<file path="src/rtl/video_sdram_pkg.sv">
// ---------------------------------------------------------------------------
// video_sdram_pkg
//
// Shared types and constants for the video-side SDRAM burst path.
//   SDRAM_ADDR_W  : word-address width on both the video and controller ports
//   SDRAM_DATA_W  : width of one SDRAM data word
//   burst_state_t : burst responder state encoding
//   next_word_addr: sequential address step, wrapping silently at the top
// ---------------------------------------------------------------------------
package video_sdram_pkg;

    localparam int SDRAM_ADDR_W = 25;
    localparam int SDRAM_DATA_W = 16;

    // IDLE  : no burst in progress
    // ISSUE : waiting for the controller to accept the next word read
    // WAIT  : one read outstanding, waiting for its data
    // DRAIN : burst was ended early, swallowing the outstanding word
    typedef enum logic [1:0] {
        IDLE  = 2'd0,
        ISSUE = 2'd1,
        WAIT  = 2'd2,
        DRAIN = 2'd3
    } burst_state_t;

    // Address increment; the natural modulo-2^SDRAM_ADDR_W wrap is intended.
    function automatic logic [SDRAM_ADDR_W-1:0] next_word_addr(
        input logic [SDRAM_ADDR_W-1:0] addr
    );
        return addr + 1'b1;
    endfunction

endpackage

</file>
<file path="src/rtl/sdram_burst_responder.sv">
// ---------------------------------------------------------------------------
// sdram_burst_responder
//
// Serves the video block's burst-read port by turning each burst request into
// a run of single-word reads on the SDRAM controller port. One word is handed
// back to video for every controller completion until video ends the burst or
// MAX_BURST words have been returned. Only one controller read is ever
// outstanding. All outputs are registered.
//
// Parameters
//   MAX_BURST : words after which a burst ends by itself (power of 2, >= 2)
//   ADDR_W    : word-address width
//
// Ports
//   clk_sys_99_287    in   sole clock, rising edge
//   reset             in   asynchronous, active-high
//   sd_rd             in   one-cycle burst start request
//   sd_rd_addr        in   first word address, sampled with sd_rd
//   sd_end_burst      in   requester wants no more words
//   sd_data_available out  one-cycle strobe, sd_out valid
//   sd_out            out  returned word
//   sd_busy           out  burst active, draining, or a request is pending
//   burst_done        out  one-cycle pulse when a burst fully terminates
//   ctrl_rd           out  one-cycle word-read command to the controller
//   ctrl_addr         out  word address for ctrl_rd
//   ctrl_busy         in   controller cannot accept ctrl_rd this cycle
//   ctrl_data_valid   in   one-cycle strobe, ctrl_q holds the requested word
//   ctrl_q            in   controller read data
// ---------------------------------------------------------------------------
module sdram_burst_responder
    import video_sdram_pkg::*;
#(
    parameter int MAX_BURST = 256,
    parameter int ADDR_W    = SDRAM_ADDR_W
) (
    input  logic                    clk_sys_99_287,
    input  logic                    reset,
    input  logic                    sd_rd,
    input  logic [ADDR_W-1:0]       sd_rd_addr,
    input  logic                    sd_end_burst,
    output logic                    sd_data_available,
    output logic [SDRAM_DATA_W-1:0] sd_out,
    output logic                    sd_busy,
    output logic                    burst_done,
    output logic                    ctrl_rd,
    output logic [ADDR_W-1:0]       ctrl_addr,
    input  logic                    ctrl_busy,
    input  logic                    ctrl_data_valid,
    input  logic [SDRAM_DATA_W-1:0] ctrl_q
);

    localparam int CNT_W = $clog2(MAX_BURST) + 1;

    // Count value held while the final word of a maximum-length burst is
    // outstanding; its completion ends the burst.
    localparam logic [CNT_W-1:0] LAST_COUNT = CNT_W'(MAX_BURST - 1);

    burst_state_t      state;
    logic [ADDR_W-1:0] addr;
    logic [CNT_W-1:0]  count;
    logic              pending;
    logic [ADDR_W-1:0] pending_addr;

    // Burst state machine with all outputs registered.
    // sd_busy is only rewritten when the machine leaves or enters IDLE: while
    // a burst is active it is already 1, and on the way back to IDLE it stays
    // up if a request is (or is just becoming) pending.
    always_ff @(posedge clk_sys_99_287 or posedge reset) begin
        if (reset) begin
            state             <= IDLE;
            addr              <= '0;
            count             <= '0;
            pending           <= 1'b0;
            pending_addr      <= '0;
            sd_data_available <= 1'b0;
            sd_out            <= '0;
            sd_busy           <= 1'b0;
            burst_done        <= 1'b0;
            ctrl_rd           <= 1'b0;
            ctrl_addr         <= '0;
        end else begin
            ctrl_rd           <= 1'b0;
            sd_data_available <= 1'b0;
            burst_done        <= 1'b0;

            // A request arriving mid-burst is parked; a newer one replaces it.
            if (state != IDLE && sd_rd) begin
                pending      <= 1'b1;
                pending_addr <= sd_rd_addr;
            end

            case (state)
                IDLE: begin
                    // A live request is newer than a parked one, so it wins.
                    if (sd_rd || pending) begin
                        addr    <= sd_rd ? sd_rd_addr : pending_addr;
                        count   <= '0;
                        pending <= 1'b0;
                        sd_busy <= 1'b1;
                        state   <= ISSUE;
                    end else begin
                        sd_busy <= 1'b0;
                    end
                end

                ISSUE: begin
                    // Nothing is outstanding here, so an end request can
                    // finish the burst immediately.
                    if (sd_end_burst) begin
                        burst_done <= 1'b1;
                        sd_busy    <= pending | sd_rd;
                        state      <= IDLE;
                    end else if (!ctrl_busy) begin
                        ctrl_rd   <= 1'b1;
                        ctrl_addr <= addr;
                        state     <= WAIT;
                    end
                end

                WAIT: begin
                    // A word arriving together with an end request is still
                    // delivered; the end request then closes the burst.
                    if (ctrl_data_valid) begin
                        sd_out            <= ctrl_q;
                        sd_data_available <= 1'b1;
                        addr              <= next_word_addr(addr);
                        count             <= count + 1'b1;
                        if (sd_end_burst || count == LAST_COUNT) begin
                            burst_done <= 1'b1;
                            sd_busy    <= pending | sd_rd;
                            state      <= IDLE;
                        end else begin
                            state <= ISSUE;
                        end
                    end else if (sd_end_burst) begin
                        state <= DRAIN;
                    end
                end

                DRAIN: begin
                    // The outstanding word must still be absorbed before the
                    // controller port is free; it is dropped, not delivered.
                    if (ctrl_data_valid) begin
                        burst_done <= 1'b1;
                        sd_busy    <= pending | sd_rd;
                        state      <= IDLE;
                    end
                end

                default: begin
                    state <= IDLE;
                end
            endcase
        end
    end

endmodule

</file>
<file path="config.mk">
export PLATFORM = sky130hd
export DESIGN_NAME = sdram_burst_responder
export DESIGN_NICKNAME = d
export VERILOG_FILES = /design/src/rtl/video_sdram_pkg.sv /design/src/rtl/sdram_burst_responder.sv
export SDC_FILE = /design/constraint.sdc
export NUM_CORES = 1
export LEC_CHECK = 0
export ABC_CLOCK_PERIOD_IN_PS = 4430
export CORE_MARGIN = 2
export CORE_UTILIZATION = 53
export DETAILED_ROUTE_END_ITERATION = 8
export PLACE_DENSITY = 0.86
export SETUP_SLACK_MARGIN = 0.5
export SYNTH_ARGS = -nofsm -noshare
export SYNTH_HDL_FRONTEND = slang
export SYNTH_SLANG_ARGS = --single-unit
</file>
<file path="constraint.sdc">
create_clock -name clk_sys_99_287 -period 4.43 [get_ports clk_sys_99_287]
set_input_delay 0.443 -clock clk_sys_99_287 [delete_from_list [all_inputs] [get_ports clk_sys_99_287]]
set_output_delay 0.443 -clock clk_sys_99_287 [all_outputs]
set_load 0.005 [all_outputs]
</file>
==> results.tsv <==
metric	value	unit
outcome	complete, no violations	
first_pass_iters	5	
cts.path.max_buffers	2	
yosysTopAreaCellShare	52.6	%
grt_overflow	0	
synth_largest_area_cell	dfrtp_1	
slew_headroom	23.8	%
arrival	2.95	ns
clk_pin_slew	0.10	ns
ys_types	51	
end_kind	flip-flop	
startpoint_type	primary input	
finalSetupViolations	0	
drv_cap	0	
placed_cell_area	6100	um2
yosysWarningCount	0	
hpwl	8.30	mm
grt_use_met2	37.4	%
grt_max_degree	86	
grt_usage	24.4	%
cts-root-buf	clkbuf_8	
synth.cell_area	5090	um2
post_drt_wl_per_cell	17.3	um
worstSkewPairLatency	0.37	ns
crit_slowest_cell	or3_1	
rows	35	
vdd_drop_max	0.352	mV
use_met1	35.9	%
grt_pass1_vias	3862	
ant_nets	0	
fp.coreArea	9280	um2
cts_tree	done	
cts_resized	0	
vias	3979	
die_x	102	um
grt_pass1_wl	19.7	mm
fin_crit_sh	60.0	%
worstPathRequired	4.72	ns
grtUsageMet3	3.56	%
period_needed	2.66	ns
worst_pin_slew	1.14	ns
post_cts_buffers	0	
skew	0.0136	ns
critPathMaxFanout	30	
port_buffers	91	
final_cell_area	6300	um2
drc	0	
finalWirelength	11.9	mm
hold_ws	0.484	ns
clock-sinks	107	
leakage	2.68	nW
synth_edf_count	0	
async_flop_share	100	%
drive_gt1_share	15.9	%
fp.dieH	102	um
areaGrowthSynthToFinish	23.9	%
finalNetCount	604	
worst_slack	1.77	ns
drt-vias-per-instance	5.78	
cts_hold_buf	0	
p_per_area	629	nW/um2
syn-num-nets	524	
cts_buffers	9	
drt_iter0_markers	289	
top_usage_layer	met2	
hold_violations	0	
path_cells	clkdlybuf4s50_1, buf_4, nor3_1, or3_1, or4_1, a21oi_1	
utilization	67.9	%
min_path_type	reg -> reg	
cp.buffers_inverters	2	
path_delay_family	simple AND/OR/NAND/NOR gates	
htree_levels	3	
synthCells	474	
antenna_found_initial	0	
synth-seq-cells	107	
gp_congestion	0.865	
fin_setup_tns	0	ns
critPathMaxStageDelay	0.68	ns
die-area	10400	um2
netlist_top_cells_area	dfrtp_1, mux2_2, nand2_1	
diodes	0	
initial_core_util	54.8	%
syn_avg_cell_area	10.7	um2
seq_area_frac_synth	52.6	%
ys.flop_type	dfrtp_1	
io_pins	92	
critPathKind	in -> reg	
fmax	376	MHz
dp_slack	1.39	ns
maxSlewViolCount	0	
rsz0062_at_grt	false	
## final timing paths
path / start / end / slack [ns] / cells past startpoint
worst max-delay path: sd_rd / count[7] / 1.77 / 6
worst min-delay path: sd_out[4] / sd_out[4] / 0.48 / 2
worst max register to register: state[1] / count[7] / 2.05 / 4
worst min register to register: sd_out[4] / sd_out[4] / 0.48 / 2
max in group asynchronous: reset / addr[17] / 2.81 / 3
min in group asynchronous: reset / sd_out[13] / 0.67 / 2
## logic make-up (layout without fill, tap and decap cells)
| kind of cell | Yosys count | in the layout | synth area share (%) |
|---|---|---|---|
| XOR/XNOR | 5 | 5 | 0.861 |
| multiplexers | 82 | 82 | 17.5 |
| AO/OA/AOI/OAI | 68 | 68 | 8.85 |
| buffers and inverters | 35 | 120 | 2.80 |
| adder cells (fa/ha/maj) | 3 | 3 | 0.738 |
| AND/OR/NAND/NOR | 174 | 174 | 16.6 |
| flip-flops | 107 | 107 | 52.6 |
## final cells by class
cell class | instances | area, um2
fillers | 692 | 2980
flip-flops and latches | 107 | 2680
inverters | 8 | 32.5
clock buffers | 12 | 155
repair buffers | 96 | 948
multi-input cells | 332 | 2280
clock inverters | 4 | 48.8
well taps | 129 | 161
## sequential cells by signal, summed over array words and instances, names as in the netlist
register	cells
addr	25
ctrl_addr	25
pending_addr	25
sd_out	16
count	9
state	2
burst_done	1
ctrl_rd	1
pending	1
sd_busy	1
sd_data_available	1
## tightest hold or removal path, delay by kind of cell (launching register included)
kind | cells | cell delay (ns)
flip-flops | 1 | 0.35
AND/OR/NAND/NOR | 2 | 0.10
## cells in the final DEF (no fill, tap or decap), types with 2 or more instances in the layout
master and n:
nand4_1 6, xnor2_1 2, nand3_1 12, clkbuf_8 11, and3_1 4, a311oi_1 5
o21ai_0 11, or3_1 3, inv_1 7, buf_4 5, nand2b_1 5, a2bb2oi_1 3
clkdlybuf4s50_1 91, nor2b_1 3, mux2_2 56, clkinv_2 2, o31ai_1 5, xor2_1 3
nor3_1 15, nand2_1 76, a211oi_1 5, dfrtp_1 107, or4_1 3, ha_1 3
a21oi_1 22, o22ai_1 4, nor2_1 27, nor4_1 8, mux2i_1 26
## cells in the mapped netlist (2+ instances only)
library cell,instances
dfrtp_1,107
nand2_1,76
mux2_2,56
nor2_1,27
mux2i_1,26
a21oi_1,22
clkbuf_1,17
nor3_1,16
nand3_1,12
o21ai_0,11
buf_2,9
inv_1,8
nor4_1,8
nand4_1,6
a211oi_1,5
a311oi_1,5
nand2b_1,5
o31ai_1,5
and3_1,4
nor2b_1,4
o22ai_1,4
a2bb2oi_1,3
ha_1,3
or3_1,3
or4_1,3
xor2_1,3
xnor2_1,2
## through the flow
| step | power (mW) | instances |
|---|---|---|
| 6_report | 3.97 | 688 |
| 5_1_grt | 4.24 | 688 |
| 4_1_cts | 3.97 | 688 |
| 3_5_place_dp | 3.36 | 672 |
| 3_3_place_gp | 3.26 | 672 |
| 2_1_floorplan | 2.62 | 474 |
## report_power, final
part	internal (mW)	leakage, nW	total, mW	switching, mW
Clock	0.292	0.106	0.612	0.320
Sequential	1.42	1.29	1.79	0.375
Combinational	0.873	1.29	1.56	0.690
## metal layers
layer / vias to the layer above / part of all wire [%]
met3: 18 / 5.7
met1: 1929 / 45
met4: 0 / 1.6
met2: 186 / 47
li1: 1846 / -
met5: - / 0
No activity file was read; power rests on OpenSTA's default activity.
